`src/rtl/const_pack.sv`:
```
// Shared constants for the phase-interpolator control path.
//   Npi             : bits per PI code
//   Nout            : number of PI channels on the control bus
//   pi_seq_state_t  : states of the PI control sequencer
package const_pack;

    localparam int Npi  = 9;
    localparam int Nout = 4;

    typedef enum logic [2:0] {
        IDLE   = 3'd0,
        STEP   = 3'd1,
        SETUP  = 3'd2,
        STROBE = 3'd3,
        HOLD   = 3'd4
    } pi_seq_state_t;

endpackage

```
`src/rtl/pi_step_calc.sv`:
```
// Single-channel PI slew step, purely combinational.
// Moves cur toward tgt by at most max_step codes along the shorter way
// around the circle of 2**Npi codes; an exact half-circle distance goes forward.
//   cur      : current live code
//   tgt      : target code
//   max_step : largest allowed change (0 behaves as 1)
//   nxt      : code after this step
//   done     : cur already equals tgt
module pi_step_calc
    import const_pack::*;
(
    input  logic [Npi-1:0] cur,
    input  logic [Npi-1:0] tgt,
    input  logic [Npi-1:0] max_step,
    output logic [Npi-1:0] nxt,
    output logic           done
);

    localparam logic [Npi-1:0] HALF = {1'b1, {(Npi-1){1'b0}}};

    logic [Npi-1:0] dist_fwd;
    logic [Npi-1:0] dist_bwd;
    logic [Npi-1:0] step_lim;

    always_comb begin
        // Modular subtraction gives the forward distance; its negation the backward one.
        dist_fwd = tgt - cur;
        dist_bwd = '0 - dist_fwd;
        step_lim = (max_step == '0) ? {{(Npi-1){1'b0}}, 1'b1} : max_step;
        done     = (dist_fwd == '0);
        nxt      = cur;
        if (dist_fwd == '0) begin
            nxt = cur;
        end else if (dist_fwd <= HALF) begin
            nxt = cur + ((dist_fwd < step_lim) ? dist_fwd : step_lim);
        end else begin
            nxt = cur - ((dist_bwd < step_lim) ? dist_bwd : step_lim);
        end
    end

endmodule

```
`src/rtl/pi_ctl_sequencer.sv`:
```
// Drives the 4-channel PI control bus toward an accepted target in bounded
// steps, framing each update as setup -> strobe -> hold.
//   clk_adc   : sole clock
//   rstb      : asynchronous active-low reset
//   en        : sequencer enable
//   max_step  : max code change per step per channel (0 acts as 1)
//   tgt_pi    : target codes, channel k at [k*Npi +: Npi]
//   tgt_valid : target offered
//   tgt_ready : target accepted when tgt_valid && tgt_ready
//   ctl_pi    : live PI codes
//   ctl_valid : PI code strobe
//   busy      : slew in progress
//   n_updates : strobes issued, saturating
module pi_ctl_sequencer
    import const_pack::*;
#(
    parameter int SETUP_CYC = 2,
    parameter int VALID_CYC = 1,
    parameter int HOLD_CYC  = 2
) (
    input  logic                 clk_adc,
    input  logic                 rstb,
    input  logic                 en,
    input  logic [Npi-1:0]       max_step,
    input  logic [Nout*Npi-1:0]  tgt_pi,
    input  logic                 tgt_valid,
    output logic                 tgt_ready,
    output logic [Nout*Npi-1:0]  ctl_pi,
    output logic                 ctl_valid,
    output logic                 busy,
    output logic [15:0]          n_updates
);

    localparam int MAX_CYC = (SETUP_CYC > VALID_CYC)
                           ? ((SETUP_CYC > HOLD_CYC) ? SETUP_CYC : HOLD_CYC)
                           : ((VALID_CYC > HOLD_CYC) ? VALID_CYC : HOLD_CYC);
    localparam int CNT_W   = (MAX_CYC > 1) ? $clog2(MAX_CYC) : 1;

    typedef logic [CNT_W-1:0] cnt_t;

    localparam cnt_t SETUP_LAST = cnt_t'(SETUP_CYC - 1);
    localparam cnt_t VALID_LAST = cnt_t'(VALID_CYC - 1);
    localparam cnt_t HOLD_LAST  = cnt_t'(HOLD_CYC - 1);

    pi_seq_state_t        state, state_d;
    cnt_t                 cnt, cnt_d;
    logic [Nout*Npi-1:0]  tgt_reg, tgt_reg_d;
    logic [Nout*Npi-1:0]  nxt_pi;
    logic [Nout*Npi-1:0]  ctl_pi_d;
    logic [Nout-1:0]      ch_done;
    logic                 all_done;
    logic                 ctl_valid_d, tgt_ready_d, busy_d;
    logic [15:0]          n_updates_d;
    logic                 accept;
    logic                 frame_end;

    function automatic logic [15:0] sat_inc(input logic [15:0] v);
        return (v == 16'hFFFF) ? v : v + 16'd1;
    endfunction

    for (genvar k = 0; k < Nout; k++) begin : g_ch
        pi_step_calc u_calc (
            .cur      (ctl_pi[k*Npi +: Npi]),
            .tgt      (tgt_reg[k*Npi +: Npi]),
            .max_step (max_step),
            .nxt      (nxt_pi[k*Npi +: Npi]),
            .done     (ch_done[k])
        );
    end

    assign all_done = &ch_done;
    assign accept   = (state == IDLE) && tgt_valid && tgt_ready;

    // One counter times every frame phase; it restarts on each phase entry.
    always_comb begin
        frame_end = 1'b0;
        case (state)
            SETUP:   frame_end = (cnt == SETUP_LAST);
            STROBE:  frame_end = (cnt == VALID_LAST);
            HOLD:    frame_end = (cnt == HOLD_LAST);
            default: frame_end = 1'b0;
        endcase
    end

    // ---- state register ----
    always_ff @(posedge clk_adc or negedge rstb) begin
        if (!rstb) begin
            state     <= IDLE;
            cnt       <= '0;
            tgt_reg   <= '0;
            ctl_pi    <= '0;
            ctl_valid <= 1'b0;
            tgt_ready <= 1'b0;
            busy      <= 1'b0;
            n_updates <= '0;
        end else begin
            state     <= state_d;
            cnt       <= cnt_d;
            tgt_reg   <= tgt_reg_d;
            ctl_pi    <= ctl_pi_d;
            ctl_valid <= ctl_valid_d;
            tgt_ready <= tgt_ready_d;
            busy      <= busy_d;
            n_updates <= n_updates_d;
        end
    end

    // ---- next-state logic ----
    always_comb begin
        state_d = state;
        case (state)
            IDLE:    if (accept) state_d = STEP;
            STEP:    state_d = all_done ? IDLE : SETUP;
            SETUP:   if (frame_end) state_d = STROBE;
            STROBE:  if (frame_end) state_d = HOLD;
            HOLD:    if (frame_end) state_d = en ? STEP : IDLE;
            default: state_d = IDLE;
        endcase
    end

    // ---- registered-output next values ----
    always_comb begin
        cnt_d       = '0;
        tgt_reg_d   = tgt_reg;
        ctl_pi_d    = ctl_pi;
        busy_d      = busy;
        n_updates_d = n_updates;

        if ((state == SETUP || state == STROBE || state == HOLD) && !frame_end) begin
            cnt_d = cnt + cnt_t'(1);
        end

        if (accept) begin
            tgt_reg_d = tgt_pi;
            busy_d    = 1'b1;
        end

        // Codes move only when leaving STEP, so they are frozen for the whole frame.
        if (state == STEP) begin
            if (all_done) begin
                busy_d = 1'b0;
            end else begin
                ctl_pi_d = nxt_pi;
            end
        end

        if (state == SETUP && frame_end) begin
            n_updates_d = sat_inc(n_updates);
        end

        // Disabled mid-slew: the frame just finished, abandon the target.
        if (state == HOLD && frame_end && !en) begin
            busy_d    = 1'b0;
            tgt_reg_d = '0;
        end

        ctl_valid_d = (state_d == STROBE);
        tgt_ready_d = (state_d == IDLE) && en;
    end

endmodule

```
`config.mk`:
```
export PLATFORM = sky130hd
export DESIGN_NAME = pi_ctl_sequencer
export DESIGN_NICKNAME = d
export VERILOG_FILES = /design/src/rtl/const_pack.sv /design/src/rtl/pi_step_calc.sv /design/src/rtl/pi_ctl_sequencer.sv
export SDC_FILE = /design/constraint.sdc
export NUM_CORES = 1
export LEC_CHECK = 0
export CAP_MARGIN = 5
export CORE_ASPECT_RATIO = 0.8
export CORE_MARGIN = 8
export CORE_UTILIZATION = 59
export CTS_CLUSTER_DIAMETER = 200
export DETAILED_ROUTE_END_ITERATION = 8
export HOLD_SLACK_MARGIN = 0.15
export PLACE_DENSITY = 0.82
export REMOVE_ABC_BUFFERS = 1
export SLEW_MARGIN = 20
export SYNTH_ARGS = -nofsm -noshare
export SYNTH_HDL_FRONTEND = slang
export SYNTH_SLANG_ARGS = --single-unit
export TNS_END_PERCENT = 50
```
`constraint.sdc`:
```
create_clock -name clk_adc -period 9.5 [get_ports clk_adc]
set_input_delay 1.9 -clock clk_adc [delete_from_list [all_inputs] [get_ports clk_adc]]
set_output_delay 1.9 -clock clk_adc [all_outputs]
set_load 0.05 [all_outputs]
```
[Yosys cells after proc, flatten, opt, wreduce, memory -nomap -nowiden]
Cells that the tools add are included.
Operators by class
  add/sub/neg operators: 18
  order comparisons: 12
  eq/ne operators: 6
  multiplexer cells: 28
  bitwise logic cells: 7
  reductions and logical operators: 26
Operators by type and width (number)
  9-bit two-way mux: 13
  9-bit < comparator: 8
  36-bit two-way mux: 2
  9-bit subtractor: 8
  9-bit logical NOT: 5
  9-bit adder: 4
  9-bit less-or-equal comparator (second input constant): 4
  1-bit by 9-bit subtractor with 9-bit output (first input constant): 4
  16-bit by 1-bit adder with 16-bit output (second input constant): 1
  16-bit == test (second input constant): 1
  3-bit case mux with 5 select lines: 1
  3-bit two-way mux: 4
  3-bit AND reduction: 4
  3-bit by 2-bit == test with 1-bit output (second input constant): 3
  1-bit logical AND: 7
  1-bit NOT: 7
  3-bit logical NOT: 2
  1-bit two-way mux: 6
  4-bit AND reduction: 1
  3-bit by 1-bit == test with 1-bit output (second input constant): 1
  3-bit == test (second input constant): 1
  1-bit logical NOT: 2
  1-bit logical OR: 2
  2-bit two-way mux: 1
  other kinds (5): 5
Word-level totals
  bits in registers: 95
  input port bits: 49
  logic and storage cells: 108

[Logic depth before layout (Yosys ltp)]
  word-level depth: 7
  mapped depth: 37
  mapped depth without buffers: 35

[Cells and area by module]
A second synthesis with hierarchy kept.
Second synthesis, totals
  cells, all modules: 1433
  area total of the unflattened synthesis: 11740.0 um^2
By module, submodules not included
  pi_ctl_sequencer: instances 1, cells an instance 344, area each 3911.3 um^2, sequential area each 2377.3 um^2
  pi_step_calc at g_ch[0].u_calc ...: instances 2, cells an instance 275, area each 1945.6 um^2, sequential area each 0.0 um^2
  pi_step_calc at g_ch[1].u_calc: instances 1, cells an instance 280, area each 2031.9 um^2, sequential area each 0.0 um^2
  pi_step_calc at g_ch[3].u_calc: instances 1, cells an instance 259, area each 1905.6 um^2, sequential area each 0.0 um^2

[Worst setup path before layout]
OpenSTA, ideal clock, no wires.
  path kind: register -> register
  start point: reg ctl_pi[0]
  end point: reg ctl_pi[8]
  setup time: 82 ps
  arrival: 6878 ps
  data required time: 9418 ps
  slack: 2540 ps
  stages on the path, launching flop included: 37
  clock period less this slack: 6960 ps
  cells stage by stage: dfrtp_1 -> ha_1 -> inv_1 -> fa_1 -> inv_1 -> ha_1 -> nand3_1 -> mux2_4 -> nor3_4 -> or2b_1 -> or2_2 -> inv_1 -> ha_1 -> ha_1 -> nand4_1 -> a211o_1 -> o211ai_1 -> buf_2 -> inv_1 -> clkbuf_1 -> nand2_1 -> o21ai_0 -> ha_1 -> nand2_1 -> o21ai_0 -> inv_1 -> fa_1 -> nor2b_1 -> o21ai_0 -> nand2b_1 -> a21oi_1 -> o21bai_1 -> a21o_1 -> a21oi_1 -> or4_1 -> a21oi_1 -> xor2_1
Between the ends
  cells in the longest elaborated chain, start to end: 6
  elaborated cells on any way between the ends: 15
  those cells by class: 4 x add/sub; 3 x order compare; 3 x mux; 2 x bitwise; 3 x reduce/logical
Ends and longest elaborated chain
  from (decl): RTL line pi_ctl_sequencer.sv:28  | output logic [Nout*Npi-1:0] ctl_pi,
  from (signal assigned): RTL line pi_ctl_sequencer.sv:100  | ctl_pi <= ctl_pi_d;
  9-bit subtractor: RTL line pi_step_calc.sv:27  | dist_fwd = tgt - cur;
  1-bit by 9-bit subtractor with 9-bit output: RTL line pi_step_calc.sv:28  | dist_bwd = '0 - dist_fwd;
  9-bit < comparator: RTL line pi_step_calc.sv:37  | nxt = cur - ((dist_bwd < step_lim) ? dist_bwd : step_lim);
  9-bit two-way mux: RTL line pi_step_calc.sv:37
  9-bit subtractor: RTL line pi_step_calc.sv:37
  9-bit two-way mux: RTL line pi_step_calc.sv:34  | end else if (dist_fwd <= HALF) begin
Parallel ways exist; a longest one is shown, timed or not.
A chain may end at the register's enable or synchronous reset.

[Worst setup path after layout]
Same ends and word-level chain as after synthesis.

==> flow_summary_export.csv <==
group,metric,value,unit
synthesis,synth-simple-area-share,0.185,
sta,tns,0,ns
place,dpl.hpwl,20.9,mm
synthesis,synth_top_family_by_area,"compound AO/OA/AOI/OAI gates",
synthesis,synth-compound-area-share,0.198,
run_status,outcome,"finished clean",
synthesis,yosys_most_used_dff,"dfrtp_1",
clock_tree,cts_resized,0,
drt,vias,9450,
die,die_w,165,µm
drt,postRouteAntennaNets,0,
die,initial_core_util,0.603,
drt,post-route-drc-count,0,
clock_tree,clock_latency,0.36,ns
clock_tree,cts_inserted_buffers,9,
synthesis,yosysMostFrequentCell,"nand2_1",
sta,finalHoldViolCount,0,
global_routing,grt_max_degree,50,
setup_path,endpoint_kind,"register",
drt,drt-vias-per-instance,5.91,
worst_hold_path,hp-class,"register to register",
clock_tree,ctsLongestPathBuffers,2,
sta,clock.fmax,0.131,GHz
synthesis,syn_area_per_cell,8.08,µm²
drt,drtPass1Iterations,5,
drt,drt_wl_total,27.2,mm
global_routing,grt-ovfl-total,0,
place,portBuffers,103,
final_layout,antenna_cells,0,
final_layout,drive_above_1_share,0.0407,
setup_path,path_delay_family,"adder cells",
clock_tree,cts_sinks,95,
synthesis,synth_top_cells_by_count,"178 x nand2_1, 144 x ha_1, 109 x a21oi_1",
sta,setup_slack,1.89,ns
synthesis,muxShareOfSynthArea,0.0473,
final_layout,syn2layout_area_growth,14.0,%
setup_path,cp_max_fo,14,
final_layout,finalNetCount,1572,
clock_tree,cts_setup_buffers,0,
synthesis,yosys-top-cells-area,"dfrtp_1 23%, ha_1 17%, nand2_1 6.4%, xnor2_1 6.3%, a21oi_1 5.2%",
sta,post-route-min-period,7.61,ns
setup_path,criticalPathCategory,"register to register",
final_layout,final_util,0.687,
synthesis,syn-cell-area,10500,µm²
global_routing,first_global_vias,9276,
drt,wl_per_cell,17.0,µm
setup_path,cp_slowest_stage_delay,0.75,ns
place,place_ws,1.71,ns
global_routing,grt_pass1_wl,45.6,mm
clock_tree,cts_hold_buffers,0,
clock_tree,clk_pin_slew,0.07,ns
clock_tree,cts_tree,"yes",
die,die_y,135,µm
setup_path,crit_buf_inv,5,
final_layout,fill_cells,1473,
setup_path,slowest_stage,"o211ai_1",
sta,final_min_period_over_clock_period,0.801,
synthesis,yosysTopAreaCell,"dfrtp_1",
synthesis,synth_seq_cells,95,
sta,rsz0062_at_grt,"false",
die,core_region_area,17400,µm²
clock_tree,root_buffer,"clkbuf_16",
global_routing,antenna_found_initial,0,
sta,worst_pin_slew,1.01,ns
die,die-area,22300,µm²
setup_path,critPathLaunchType,"register",
sta,setup_violations,0,
sta,maxSlewViolCount,0,
synthesis,synth_fa_ha_area_frac,0.188,
synthesis,synth_xor_area_frac,0.104,
synthesis,synth_cell_types,82,
place,place_congestion,0.920,
drt,drt-initial-drc-count,700,
synthesis,synth_top_area_frac,0.227,
synthesis,ys_async_sr_fraction,1.00,
sta,skew,0.0117,ns
sta,slew_headroom,0.324,
die,ios,104,
clock_tree,htree_num_levels,3,
global_routing,track_usage,0.249,
synthesis,seq_area_frac_synth,0.227,
synthesis,yosysWarnings,0,
synthesis,synth_edf_count,0,
setup_path,required,9.77,ns
synthesis,netlist_instances,1297,
die,rows,43,
setup_path,cp.arrival,7.88,ns
job,drv_cap,0,
-- logic make-up after synthesis --
kind of cell	count (synthesis)
compound gates	334
xor+xnor	118
fa+ha+maj	153
buf+inv	139
flops	95
mux	48
simple gates	410
-- through the flow --
stage / hold WS [ns] / cell area (µm²) / cells
6_report: 0.499 / 11900 / 1600
5_1_grt: 0.511 / 11900 / 1600
4_1_cts: 0.501 / 11900 / 1600
3_5_place_dp: 0.489 / 11700 / 1585
3_3_place_gp: 0.483 / 11700 / 1585
2_1_floorplan: 0.471 / 10300 / 1252
-- layer usage --
metal | global-route usage | vias to the layer above | part of all wire
met5 | 0 | - | 0
met4 | 0.0684 | 0 | 0.019
met1 | 0.354 | 4443 | 0.49
met3 | 0.0374 | 33 | 0.058
met2 | 0.386 | 269 | 0.43
li1 | - | 4705 | -
-- worst register-to-register path, delay by kind of cell (launching register included) --
kind                     cells  cell delay, ns
XOR/XNOR                     1            0.15
multiplexers                 1            0.31
buffers and inverters        5            0.76
AO/OA/AOI/OAI                9            1.73
flip-flops                   1            0.41
AND/OR/NAND/NOR             10            1.92
adder cells (fa/ha/maj)      7            2.22
-- placed cells by master, fill, tap and decap left out, types with 8 or more instances in the layout --
cell type        Yosys  layout
a211oi_1            10      10
a21o_1              33      33
a21oi_1            109     109
and2_1              15      15
clkbuf_16            0       9
clkdlybuf4s50_1      0     102
dfrtp_1             95      95
fa_1                 8       8
ha_1               144     144
inv_1               93      93
mux2_2               8       8
mux2i_1             39      39
nand2_1            178     178
nand2b_1            11      11
nand3_1             28      28
nand4_1             14      14
nor2_1              74      73
nor2b_1             16      16
nor3_1              19      18
o21a_1              14      14
o21ai_0             90      90
o21bai_1            10      10
or2_2               12      12
or3_1               11      11
xnor2_1             75      75
xor2_1              38      38
-- worst paths after layout --
kind	slack, ns	start	depth (start not counted)	endpoint
worst min register to register	0.50	n_updates[6]	1	n_updates[6]
worst min-delay path	0.50	n_updates[6]	1	n_updates[6]
max in group asynchronous	6.86	rstb	2	n_updates[12]
min in group asynchronous	1.55	rstb	1	tgt_reg[2]
worst max register to register	1.89	ctl_pi[0]	33	ctl_pi[8]
worst max-delay path	1.89	ctl_pi[0]	33	ctl_pi[8]
-- area by class of cell --
class	instances	area (µm²)	share of cell area
Multi-Input combinational cell	1063	7590	0.635
Timing Repair Buffer	108	1070	0.0892
Clock inverter	3	45.0	0.00377
Inverter	94	353	0.0295
Sequential cell	95	2380	0.199
Tap cell	225	282	0.0236
Clock buffer	12	236	0.0198
Power is not shown: default switching activity piles up to over one toggle a cycle in this logic, so the estimate is an artifact.
